### config.mk
export PLATFORM = sky130hd
export DESIGN_NAME = snake_game_controller_flat
export DESIGN_NICKNAME = d
export VERILOG_FILES = /design/src/rtl/snake_game_if.sv /design/src/rtl/snake_game_controller.sv /design/src/flat_wrapper.sv
export SDC_FILE = /design/constraint.sdc
export NUM_CORES = 1
export LEC_CHECK = 0
export CAP_MARGIN = 20
export CORE_ASPECT_RATIO = 1.5
export CORE_MARGIN = 1
export CORE_UTILIZATION = 45
export DETAILED_ROUTE_END_ITERATION = 10
export PLACE_DENSITY = 0.6
export SLEW_MARGIN = 20
export SYNTH_ARGS = -nofsm -noshare
export SYNTH_HDL_FRONTEND = slang
export SYNTH_SLANG_ARGS = --single-unit
### constraint.sdc
create_clock -name clock -period 13 [get_ports clock]
set_input_delay 2.6 -clock clock [delete_from_list [all_inputs] [get_ports clock]]
set_output_delay 2.6 -clock clock [all_outputs]
set_load 0.02 [all_outputs]
### src/rtl/snake_game_if.sv
// Control bus between the Snake game-flow sequencer and the rest of the game.
// With SNAKE_PAUSE_EN defined the bus also carries pauseButton.
interface snake_game_if #(
  parameter int LEVEL_W = 4
);
  logic               startButton;
  logic               foodEaten;
  logic               gameOver;
`ifdef SNAKE_PAUSE_EN
  logic               pauseButton;
`endif
  logic               gameReset;
  logic               moveTick;
  logic               playing;
  logic               showGameOver;
  logic [1:0]         countdown;
  logic [LEVEL_W-1:0] level;

  modport master (
    output startButton, foodEaten, gameOver,
`ifdef SNAKE_PAUSE_EN
    output pauseButton,
`endif
    input  gameReset, moveTick, playing, showGameOver, countdown, level
  );

  modport slave (
    input  startButton, foodEaten, gameOver,
`ifdef SNAKE_PAUSE_EN
    input  pauseButton,
`endif
    output gameReset, moveTick, playing, showGameOver, countdown, level
  );
endinterface

### src/rtl/snake_game_controller.sv
// Snake game-flow sequencer: idle, 3-2-1 countdown, playing with level-scaled move tick, game-over hold.
// Optional pause state enabled by defining SNAKE_PAUSE_EN.
module snake_game_controller #(
  parameter int unsigned BASE_PERIOD      = 5000000,
  parameter int unsigned PERIOD_STEP      = 500000,
  parameter int unsigned MIN_PERIOD       = 1000000,
  parameter int unsigned COUNTDOWN_CYCLES = 50000000,
  parameter int unsigned GAMEOVER_HOLD    = 100000000,
  parameter int unsigned FOODS_PER_LEVEL  = 4,
  parameter int          LEVEL_W          = 4
) (
  input logic         clock,
  input logic         reset,
  snake_game_if.slave bus
);
  typedef enum logic [2:0] {
    IDLE,
    COUNTDOWN,
    PLAYING,
`ifdef SNAKE_PAUSE_EN
    PAUSED,
`endif
    GAME_OVER
  } state_t;

  localparam logic [LEVEL_W-1:0] LEVEL_MAX = '1;
  localparam logic [31:0] CD_LAST   = 32'(COUNTDOWN_CYCLES - 1);
  localparam logic [31:0] FOOD_LAST = 32'(FOODS_PER_LEVEL - 1);
  localparam logic [31:0] HOLD_MAX  = 32'(GAMEOVER_HOLD);
  localparam logic [31:0] PER_SPAN  = 32'(BASE_PERIOD - MIN_PERIOD);
  localparam logic [31:0] BASE_W    = 32'(BASE_PERIOD);
  localparam logic [31:0] MIN_W     = 32'(MIN_PERIOD);
  localparam logic [31:0] STEP_W    = 32'(PERIOD_STEP);

  state_t             state_q, state_d;
  logic [31:0]        cd_cnt_q, cd_cnt_d;
  logic [31:0]        per_cnt_q, per_cnt_d;
  logic [31:0]        hold_cnt_q, hold_cnt_d;
  logic [31:0]        food_cnt_q, food_cnt_d;
  logic [LEVEL_W-1:0] level_q, level_d;
  logic [1:0]         countdown_q, countdown_d;
  logic               prev_start_q, prev_start_d;
  logic               game_reset_q, game_reset_d;
  logic               move_tick_q, move_tick_d;
  logic               playing_q, playing_d;
  logic               show_go_q, show_go_d;
  logic               start_edge;
`ifdef SNAKE_PAUSE_EN
  logic               prev_pause_q, prev_pause_d;
  logic               pause_edge;
  assign pause_edge   = bus.pauseButton & ~prev_pause_q;
  assign prev_pause_d = bus.pauseButton;
`endif

  // Clamp is decided on the product so the subtraction can never wrap.
  logic [31:0] lvl_step, period, per_last;
  assign lvl_step = 32'(level_q) * STEP_W;
  assign period   = (lvl_step >= PER_SPAN) ? MIN_W : (BASE_W - lvl_step);
  assign per_last = period - 32'd1;

  assign start_edge   = bus.startButton & ~prev_start_q;
  assign prev_start_d = bus.startButton;

  always_comb begin
    state_d      = state_q;
    cd_cnt_d     = cd_cnt_q;
    per_cnt_d    = per_cnt_q;
    hold_cnt_d   = hold_cnt_q;
    food_cnt_d   = food_cnt_q;
    level_d      = level_q;
    countdown_d  = countdown_q;
    game_reset_d = 1'b0;
    move_tick_d  = 1'b0;
    unique case (state_q)
      IDLE: begin
        if (start_edge) begin
          state_d     = COUNTDOWN;
          countdown_d = 2'd3;
          cd_cnt_d    = '0;
          level_d     = '0;
          food_cnt_d  = '0;
        end
      end
      COUNTDOWN: begin
        if (cd_cnt_q == CD_LAST) begin
          cd_cnt_d    = '0;
          countdown_d = countdown_q - 2'd1;
          if (countdown_q == 2'd1) begin
            state_d   = PLAYING;
            per_cnt_d = '0;
          end
        end else begin
          cd_cnt_d = cd_cnt_q + 32'd1;
        end
      end
      PLAYING: begin
        if (bus.gameOver) begin
          state_d    = GAME_OVER;
          hold_cnt_d = '0;
`ifdef SNAKE_PAUSE_EN
        end else if (pause_edge) begin
          state_d = PAUSED;
`endif
        end else begin
          // >= rather than == so a level-up that shrinks P below the count ticks at once.
          if (per_cnt_q >= per_last) begin
            per_cnt_d   = '0;
            move_tick_d = 1'b1;
          end else begin
            per_cnt_d = per_cnt_q + 32'd1;
          end
          if (bus.foodEaten) begin
            if (food_cnt_q == FOOD_LAST) begin
              food_cnt_d = '0;
              if (level_q != LEVEL_MAX) level_d = level_q + 1'b1;
            end else begin
              food_cnt_d = food_cnt_q + 32'd1;
            end
          end
        end
      end
`ifdef SNAKE_PAUSE_EN
      PAUSED: begin
        if (bus.gameOver) begin
          state_d    = GAME_OVER;
          hold_cnt_d = '0;
        end else if (pause_edge) begin
          state_d = PLAYING;
        end
      end
`endif
      GAME_OVER: begin
        if (hold_cnt_q != HOLD_MAX) begin
          hold_cnt_d = hold_cnt_q + 32'd1;
        end else if (start_edge) begin
          state_d      = COUNTDOWN;
          game_reset_d = 1'b1;
          countdown_d  = 2'd3;
          cd_cnt_d     = '0;
          level_d      = '0;
          food_cnt_d   = '0;
        end
      end
      default: state_d = IDLE;
    endcase
    game_reset_d = game_reset_d | (state_d == IDLE);
    playing_d    = (state_d == PLAYING);
    show_go_d    = (state_d == GAME_OVER);
  end

  always_ff @(posedge clock) begin
    if (reset) begin
      state_q      <= IDLE;
      cd_cnt_q     <= '0;
      per_cnt_q    <= '0;
      hold_cnt_q   <= '0;
      food_cnt_q   <= '0;
      level_q      <= '0;
      countdown_q  <= '0;
      prev_start_q <= 1'b1;
      game_reset_q <= 1'b1;
      move_tick_q  <= 1'b0;
      playing_q    <= 1'b0;
      show_go_q    <= 1'b0;
`ifdef SNAKE_PAUSE_EN
      prev_pause_q <= 1'b1;
`endif
    end else begin
      state_q      <= state_d;
      cd_cnt_q     <= cd_cnt_d;
      per_cnt_q    <= per_cnt_d;
      hold_cnt_q   <= hold_cnt_d;
      food_cnt_q   <= food_cnt_d;
      level_q      <= level_d;
      countdown_q  <= countdown_d;
      prev_start_q <= prev_start_d;
      game_reset_q <= game_reset_d;
      move_tick_q  <= move_tick_d;
      playing_q    <= playing_d;
      show_go_q    <= show_go_d;
`ifdef SNAKE_PAUSE_EN
      prev_pause_q <= prev_pause_d;
`endif
    end
  end

  assign bus.gameReset    = game_reset_q;
  assign bus.moveTick     = move_tick_q;
  assign bus.playing      = playing_q;
  assign bus.showGameOver = show_go_q;
  assign bus.countdown    = countdown_q;
  assign bus.level        = level_q;
endmodule

### src/flat_wrapper.sv
// flat-port wrapper written by rule: the top's interface ports become plain ports
module snake_game_controller_flat 
#(
  parameter int unsigned BASE_PERIOD      = 5000000,
  parameter int unsigned PERIOD_STEP      = 500000,
  parameter int unsigned MIN_PERIOD       = 1000000,
  parameter int unsigned COUNTDOWN_CYCLES = 50000000,
  parameter int unsigned GAMEOVER_HOLD    = 100000000,
  parameter int unsigned FOODS_PER_LEVEL  = 4,
  parameter int          LEVEL_W          = 4
)
  (clock, reset, bus_startButton, bus_foodEaten, bus_gameOver, bus_gameReset, bus_moveTick, bus_playing, bus_showGameOver, bus_countdown, bus_level);
  snake_game_if #(.LEVEL_W(LEVEL_W)) bus_i ();
  input logic clock;
  input logic reset;
  input wire logic [$bits(bus_i.startButton)-1:0] bus_startButton;
  input wire logic [$bits(bus_i.foodEaten)-1:0] bus_foodEaten;
  input wire logic [$bits(bus_i.gameOver)-1:0] bus_gameOver;
  output wire logic [$bits(bus_i.gameReset)-1:0] bus_gameReset;
  output wire logic [$bits(bus_i.moveTick)-1:0] bus_moveTick;
  output wire logic [$bits(bus_i.playing)-1:0] bus_playing;
  output wire logic [$bits(bus_i.showGameOver)-1:0] bus_showGameOver;
  output wire logic [$bits(bus_i.countdown)-1:0] bus_countdown;
  output wire logic [$bits(bus_i.level)-1:0] bus_level;
  assign bus_i.startButton = bus_startButton;
  assign bus_i.foodEaten = bus_foodEaten;
  assign bus_i.gameOver = bus_gameOver;
  assign bus_gameReset = bus_i.gameReset;
  assign bus_moveTick = bus_i.moveTick;
  assign bus_playing = bus_i.playing;
  assign bus_showGameOver = bus_i.showGameOver;
  assign bus_countdown = bus_i.countdown;
  assign bus_level = bus_i.level;
  snake_game_controller #(.BASE_PERIOD(BASE_PERIOD), .PERIOD_STEP(PERIOD_STEP), .MIN_PERIOD(MIN_PERIOD), .COUNTDOWN_CYCLES(COUNTDOWN_CYCLES), .GAMEOVER_HOLD(GAMEOVER_HOLD), .FOODS_PER_LEVEL(FOODS_PER_LEVEL), .LEVEL_W(LEVEL_W)) u_core (.clock(clock), .reset(reset), .bus(bus_i));
endmodule
### Yosys cells after proc, flatten, opt, wreduce, memory -nomap -nowiden

Cells that the tools add are included.

| storage, ports and cells | value |
|---|---|
| memories | 0 |
| bits in latches | 0 |
| RAM bits | 0 |
| output and inout port bits | 10 |
| word-level logic and storage cells | 99 |
| bits in registers | 142 |
| memory bits (read-only) | 0 |
| input bits | 5 |

| cells by class | value |
|---|---|
| mux-type cells | 40 |
| $add $sub $neg | 8 |
| shift-type cells | 0 |
| bitwise logic cells | 4 |
| eq/ne operators | 19 |
| reduce and logical (&&, ||, !) cells | 13 |
| order comparisons | 2 |
| div/mod/pow operators | 0 |
| multiply operators | 1 |

Operators with widths:

| cell | count |
|---|---|
| $mux W32 | 15 |
| $pmux W32 S3 | 2 |
| $add A32 B1 Y32 const B | 4 |
| $pmux W32 S2 | 2 |
| $eq A32 B2 Y1 const B | 1 |
| $eq A32 B26 Y1 const B | 1 |
| $ge A32 B32 Y1 | 1 |
| $ne A32 B27 Y1 const B | 1 |
| $sub A32 B1 Y32 const B | 1 |
| $mux W4 | 6 |
| $sub A23 B23 Y24 const A | 1 |
| $ge A23 B22 Y1 const B | 1 |
| $mul A4 B14 Y18 const B | 1 |
| $mux W3 | 5 |
| $eq A3 B2 Y1 const B | 4 |
| $pmux W3 S4 | 1 |
| $pmux W4 S3 | 1 |
| $ne A2 B1 Y1 const B | 5 |
| $ne A2 B2 Y1 const B | 4 |
| $reduce_and A4 Y1 | 2 |
| $logic_not A3 Y1 | 2 |
| $mux W2 | 3 |
| $pmux W2 S3 | 1 |
| $reduce_and A3 Y1 | 2 |
| other kinds (14) | 20 |

### Logic depth before layout (Yosys ltp)

Gate-level depths: netlist (run 1).

| depth | value |
|---|---|
| word-level depth | 8 |
| mapped depth | 30 |

### Worst setup path before layout (run 1)

No wires, ideal clock.

| timing path | value |
|---|---|
| kind | register -> register |
| start point | reg u_core.level_q[1] (netlist: u_core.bus.level[1]) |
| end point | reg u_core.per_cnt_q[31] |
| library setup time | 0.117 ns |
| slack | 6.308 ns |
| clock period less this slack | 6.692 ns |
| stages on the path, launching flop included | 30 |
| data arrival time | 6.576 ns |
| buffers on the path | 3 |
| cells stage by stage | dfxtp_1 > inv_1 > ha_1 > fa_1 > inv_1 > fa_1 > nand2b_1 > a21oi_1 > xor2_1 > and4_1 > a21oi_1 > clkbuf_1 > buf_2 > nand2_1 > ha_1 > nand2_1 > inv_1 > o2111ai_1 > nor2_1 > nand4_1 > xor2_1 > ha_1 > nand4_1 > or4_1 > a211oi_1 > a21o_2 > nor3_1 > buf_2 > a21o_1 > a22o_1 |

| between the ends | value |
|---|---|
| cells in the longest elaborated chain, start to end | 8 |

RTL lines:

| item | line | RTL |
|---|---|---|
| start, declared | snake_game_controller.sv:40 | `logic [LEVEL_W-1:0] level_q, level_d;` |
| start signal, assigned | snake_game_controller.sv:174 | `level_q <= level_d;` |
| $mul A4 B14 Y18 * | snake_game_controller.sv:57 | `assign lvl_step = 32'(level_q) * STEP_W;` |
| $sub A23 B23 Y24 or $ge A23 B22 Y1 (tied branches) | snake_game_controller.sv:58 | `assign period = (lvl_step >= PER_SPAN) ? MIN_W : (BASE_W - lvl_step);` |
| $mux W32 * | snake_game_controller.sv:58 |  |
| $sub A32 B1 Y32 * | snake_game_controller.sv:59 | `assign per_last = period - 32'd1;` |
| $ge A32 B32 Y1 * | snake_game_controller.sv:106 | `if (per_cnt_q >= per_last) begin` |
| $mux W32 * | snake_game_controller.sv:106 |  |
| $mux W32 * | snake_game_controller.sv:97 | `if (bus.gameOver) begin` |
| $pmux W32 S2 * | snake_game_controller.sv:74 | `unique case (state_q)` |
| end signal, assigned | snake_game_controller.sv:171 | `per_cnt_q <= per_cnt_d;` |
| end, declared | snake_game_controller.sv:37 | `logic [31:0] per_cnt_q, per_cnt_d;` |

Mark *: on every way between the ends. The rest lies on a longest branch, timed or not. The select of a mux whose other input is x is not followed.
A chain may end at the register's enable or synchronous reset.

### Final worst setup path (run 1)

| timing path | value |
|---|---|
| start point | reg u_core.level_q[1] (netlist: u_core.bus.level[1]) |
| end point | reg u_core.per_cnt_q[25] |

The elaborated chain is that of the path after synthesis.

==> metrics, run 1 <==
outcome completed; Internal 719 uW; Worst Path Max Fanout 27; Die Area 20500 um2; Post-Layout Cell Count 1404; # diodes 0; Final Max Tran Viols 0; Max VDD drop 0.0786 mV; Max-slew headroom 29.0%; WP data required roughly 13000 ps; DR iter-0 viols roughly 440; I/O Pins 15; root buf cell clkbuf_16; Pleak 3.66 nW; post-synthesis mux area share 1.35%; mapped cell area 8970 um2; vias per cell roughly 5.6; Post-Syn Instances roughly 1100; DR pass1 iterations 5; post-synthesis register bit count 142; wire per inst approximately 15 um; wire length of the first global-routing pass 35300 um; Sw Share 23.8%; slowest CP cell o31ai_1; CP max stage delay roughly 800 ps; post-synthesis compound-gate area fraction 14.7%; Inst Count DP 1372; worst-skew pair later-pin latency 440 ps; Hold Violations, Final 0; Die Y 175 um; wirelength, routed slightly above 20000 um; xor/xnor share of the synthesized area around 9%; number of CTS-inserted buffers 17; area share of and/or/nand/nor cells after synthesis 31.1%; Setup CP Type flop to flop; worst clock skew 11.9 ps; final setup fails 0; Port Buffers 14; pwr/cell area 95.2 nW/um2; DRC 0; Pwr Total ~940 uW; largest area contributor in the netlist dfxtp_1; sequential share of the synthesized area about a third; Critical Path Start Type flop; fmax about 130 MHz; Synth-to-Final Area Change 10.6%; Worst-Margin Slew 1060 ps; Final nets 1201; largest family of logic cells by synthesized area simple AND/OR/NAND/NOR gates; YS warnings 0; Hold WS 485 ps; hold buffers post-CTS 0; starting density of the core 46.4%; gr usage total 21.5%; hpwl dp 14900 um; Final ANT Viol Nets 0; clock sinks 142; largest cells by area after synthesis dfxtp_1 32%, ha_1 7.8%, nor2_1 5.4%; setup TNS 0 ps; number of synthesized flops with an enable pin 0; core footprint 19300 um2; CTS tree built; Post-CTS Setup Bufs 0; post-route clock period utilization 57.1%; post-synth top area share roughly a third; Comb power frac 3.8%; area share of fa/ha/maj cells after synthesis 8.93%; # H-tree levels 4; vias 7874; share of layout cells above drive strength 1 5.31%; Net Switching 225 uW; Arr. time, crit path 7750 ps; worst hold path class flop to flop; unique cell type count in the Yosys netlist 80; clk buf depth 2; vias in the first global route 7484; Async SR Flop Fraction 0%; Critical Path End Type flop; Max-Cap Viols 0; Synth Flop Type dfxtp_1; post-cts resize count 0; fillers 1864; power share of the clock group between 40% and 50%; antenna violations before repair 0; final design utilization 51.3%; chip width around 120 um; # rows 62; largest net degree at the start of global routing 35; syn_area_per_cell 7.98 um2; routability-driven placement congestion ratio 0.808; minimum clock period 7420 ps; sequential share of power 46.4%; grt total ovfl 0; Reg clk slew, reported paths 70 ps; RSZ-0062 raised after global routing no
-- worst max-delay path, delay by kind of cell, from the launching register on --
family	cells	cell delay [ps]
AOI/OAI and AO/OA	9	1880
xor gates and xnor gates	2	490
DFF	1	660
buffers and inverters	5	1000
adders and majority gates	5	1890
and+or+nand+nor	7	1370
-- metrics by stage --
step / worst slack (ps) / area (um2)
after detailed placement: 5550 / 9360
after global routing: 4950 / 9910
final: 5580 / 9910
after CTS: 5550 / 9910
after floorplan: 6310 / 9000
after global placement: 5820 / 9360
-- cells by family (layout without fill, tap and decap cells) --
kind of cell    after synthesis  in the layout
simple gates                545            545
flops                       142            142
mux                          12             12
other cells                   2             10
compound gates              201            201
fa+ha+maj                    61             61
xor+xnor                     90             90
buf+inv                      71             87
-- synth_stat cells, types with 17 or more instances --
cell      number
nand4_1       49
nor3_1        30
and3_1        26
clkbuf_1      19
ha_1          56
nand2_1      124
or3_1         21
a21o_1        17
o21ai_1       23
a21oi_1       51
o21ai_0       30
xnor2_1       50
dfxtp_1      142
nand3_1       65
nor4_1        20
inv_1         31
xor2_1        39
nor2_1       128
-- metal layers --
| layer | routed length [um] | vias to the layer above | GRT usage, % | part of all wire [%] |
|---|---|---|---|---|
| li1 | - | 4076 | - | - |
| met1 | 9100 | 3684 | 25.7 | 45 |
| met2 | 10600 | 95 | 38.0 | 52 |
| met3 | 480 | 19 | 3.92 | 2.3 |
| met4 | 293 | 0 | 6.96 | 1.4 |
| met5 | 0 | - | 0 | 0 |
-- cell usage in the layout (no fill, tap or decap), types with 5 or more instances in the layout --
| cell | n |
|---|---|
| o21ai_1 | 23 |
| fa_1 | 5 |
| mux2i_1 | 11 |
| nor2_1 | 127 |
| clkdlybuf4s50_1 | 14 |
| nand2b_1 | 9 |
| a211oi_1 | 11 |
| nand4_1 | 49 |
| a21o_1 | 17 |
| nor2b_1 | 7 |
| a22o_1 | 10 |
| xnor2_1 | 50 |
| a31oi_1 | 6 |
| or4_1 | 5 |
| nor4_1 | 20 |
| a21oi_1 | 51 |
| o311ai_1 | 7 |
| and4_1 | 12 |
| xor2_1 | 39 |
| conb_1 | 10 |
| nand2_1 | 124 |
| dfxtp_1 | 142 |
| buf_4 | 7 |
| nand3_1 | 65 |
| or2_2 | 5 |
| and2_1 | 15 |
| and3_1 | 26 |
| ha_1 | 56 |
| o211ai_1 | 6 |
| nor3_1 | 29 |
| inv_1 | 31 |
| clkbuf_16 | 17 |
| o21ai_0 | 30 |
| or3_1 | 21 |
-- state kept, by name (all words and copies together) (netlist names) --
signal                   flops
u_core.bus.countdown         2
u_core.bus.gameReset         1
u_core.bus.level             4
u_core.bus.moveTick          1
u_core.bus.playing           1
u_core.bus.showGameOver      1
u_core.cd_cnt_q             32
u_core.food_cnt_q           32
u_core.hold_cnt_q           32
u_core.per_cnt_q            32
u_core.prev_start_q          1
u_core.state_q               3
-- power groups by stage --
stage	clock network, mW	registers, mW	logic (mW)
2_1_floorplan	0	0.447	0.0270
3_3_place_gp	0	0.448	0.0363
3_5_place_dp	0	0.448	0.0366
4_1_cts	0.479	0.438	0.0368
5_1_grt	0.499	0.438	0.0412
6_report	0.470	0.438	0.0362
-- worst paths after layout --
| path | from | end | slack (ps) | cells after the start |
|---|---|---|---|---|
| setup / recovery | u_core.bus.level[1] | u_core.per_cnt_q[25] | 5580 | 28 |
| hold / removal | u_core.food_cnt_q[29] | u_core.food_cnt_q[29] | 490 | 2 |
| hold reg to reg | u_core.food_cnt_q[29] | u_core.food_cnt_q[29] | 490 | 2 |
| setup reg to reg | u_core.bus.level[1] | u_core.per_cnt_q[25] | 5580 | 28 |
-- area by class of cell --
| cell class | instances | area, um2 | share of cell area, % |
|---|---|---|---|
| Multi-Input combinational cell | 919 | 5870 | 59.2 |
| Sequential cell | 142 | 2840 | 28.7 |
| Clock buffer | 21 | 450 | 4.54 |
| Tap cell | 256 | 320 | 3.23 |
| Timing Repair Buffer | 21 | 193 | 1.94 |
| Inverter | 34 | 128 | 1.29 |
| Clock inverter | 11 | 109 | 1.10 |
No activity file was read; power rests on OpenSTA's default activity.
==> inputs of run 2 (changes only) <==
clock period = 6.9 ns   (was 13 ns; I/O delays follow)
==> run 2 against run 1 <==
Net effect:
- sequential share of layout area is 0.25 points lower
- global-route usage is 0.28 points higher
- clock power is 90% higher
- critical path depth is 1 lower
- clock skew is 2.2 ps lower
- setup slack worse by 5000 ps
- clock-buffer cell count is 2 lower
- first-iteration DRC count is 16% higher
- final area is 0.93% higher
- final cell count is 0.57% higher
==> metrics, run 2 (synthesized netlist as in run 1, its figures left out) <==
worst-skew pair later-pin latency 430 ps (about the same); Max VDD drop 0.158 mV (+100%); worst clock skew 9.72 ps (-2.17 ps); Final nets 1209 (+0.67%); Die Y 175 um (unchanged); Worst Path Max Fanout 27 (unchanged); setup TNS 0 ps (unchanged); CTS tree built; fmax 157 MHz (+17%); grt total ovfl 0 (unchanged); global-route met3 utilization 2.57% (-1.4 points); CP max stage delay 570 ps (-230 ps); # H-tree levels 4 (unchanged); combined buffer and inverter count along the critical path 4 (-1); Arr. time, crit path 6680 ps (-1070 ps); slowest CP cell or4_1; core footprint 19300 um2 (unchanged); vias in the first global route 7565 (+1.1%); DR pass1 iterations 5 (unchanged); post-route clock period utilization 92.3% (+35 points); minimum clock period 6370 ps (-1050 ps); Synth-to-Final Area Change 11.6%; number of CTS-inserted buffers 17 (unchanged); WP data required 7220 ps (-6100 ps); Critical Path Start Type flop; Pleak 3.72 nW (+1.6%); Final Max Tran Viols 0 (unchanged); clock sinks 142 (unchanged); outcome completed; most frequent cells in the layout 141 x dfxtp_1, 126 x nor2_1, 124 x nand2_1; root buf cell clkbuf_16; chip width 117 um (unchanged); met2 usage 38.3% (+0.22 points); Hold WS 483 ps (-2.46 ps); largest net degree at the start of global routing 35 (unchanged); vias per cell 5.68 (+1.3%); RSZ-0062 raised after global routing no; busiest grt layer met2; Pwr Total 1.79 mW (+90%); worst hold path class flop to flop; Worst-Margin Slew 1060 ps (-2.27 ps); commonest non-fill, non-tap cell in the layout dfxtp_1; DRC 0 (unchanged); Max-slew headroom 29.1% (+0.15 points); wirelength, routed 20800 um (+1.9%); DR iter-0 viols 504 (+16%); Die Area 20500 um2 (unchanged); final setup fails 0 (unchanged); wire per inst 14.7 um (+1.3%); Port Buffers 14 (unchanged); clk buf depth 2 (unchanged); vias 8025 (+1.9%); Hold Violations, Final 0 (unchanged); wire length of the first global-routing pass 35900 um (+1.8%); Post-CTS Setup Bufs 0 (unchanged); # rows 62 (unchanged); placed inst area 9420 um2 (+0.64%); gr usage total 21.8% (+0.28 points); hold buffers post-CTS 0 (unchanged); starting density of the core 46.4% (unchanged); Max-Cap Viols 0 (unchanged); antenna violations before repair 0 (unchanged); final instance area 10000 um2 (+0.93%); # diodes 0 (unchanged); routability-driven placement congestion ratio 0.824 (+2.1%); Setup CP Type flop to flop; share of layout cells above drive strength 1 6.40% (+1.1 points); Crit path max-delay family simple AND/OR/NAND/NOR gates; met1 Use GR 26.7% (+1.0 points); Final ANT Viol Nets 0 (unchanged); pwr/cell area 179 nW/um2 (+88%); hpwl dp 15200 um (+2.0%); I/O Pins 15 (unchanged); Reg clk slew, reported paths 60 ps (about the same); Critical Path End Type flop
==> run 2: cell count changes in the layout (fill, tap and decap cells not counted), sizes merged <==
cell,change
buf,+8
clkbuf,-2
clkinv,+2
clkinvlp,-2
inv,+2
==> run 2: path summary, 6_finish.rpt <==
check,startpoint,to,slack (ps),cells past startpoint
max,u_core.bus.level[2],u_core.per_cnt_q[25],530,27
min reg2reg,u_core.food_cnt_q[31],u_core.food_cnt_q[31],480,2
max reg2reg,u_core.bus.level[2],u_core.per_cnt_q[25],530,27
min,u_core.food_cnt_q[31],u_core.food_cnt_q[31],480,2
==> run 2: metal layers <==
layer,vias to the layer above,part of all wire (%)
li1,4102,-
met1,3805,45
met2,96,52
met3,22,2.0
met4,0,1.7
met5,-,0
==> run 2: cell type report <==
class                      count  area (um2)
sequential                   142        2840
fill                        1848        9310
timing repair buffer          29         253
clock buffer                  19         443
inverter                      34         128
multi-input combinational    919        5890
tap                          256         320
clock inverter                13         128
==> run 2: stage by stage <==
stage                     util, %  setup WS (ps)  std cells
after global placement       48.7            379       1380
final                        51.8            530       1412
after floorplan                 -            208       1132
after detailed placement     48.7            202       1380
after CTS                    51.7            194       1412
after global routing         51.8           7.31       1412
==> run 2: tightest hold or removal path, cell delays in order (launching register included) <==
cell and delay (ps):
dfxtp_1 320, nand2_1 60, mux2i_1 60
==> run 2: power by group <==
part	internal (mW)	switching, mW
Combinational	0.0247	0.0448
Clock	0.512	0.382
Sequential	0.822	0.00331
==> run 2: what timing repair did <==
item	in CTS	in global routing
endpoints found under the setup margin	0	18
endpoints found under the hold margin	0	0
gates resized for setup	0	5
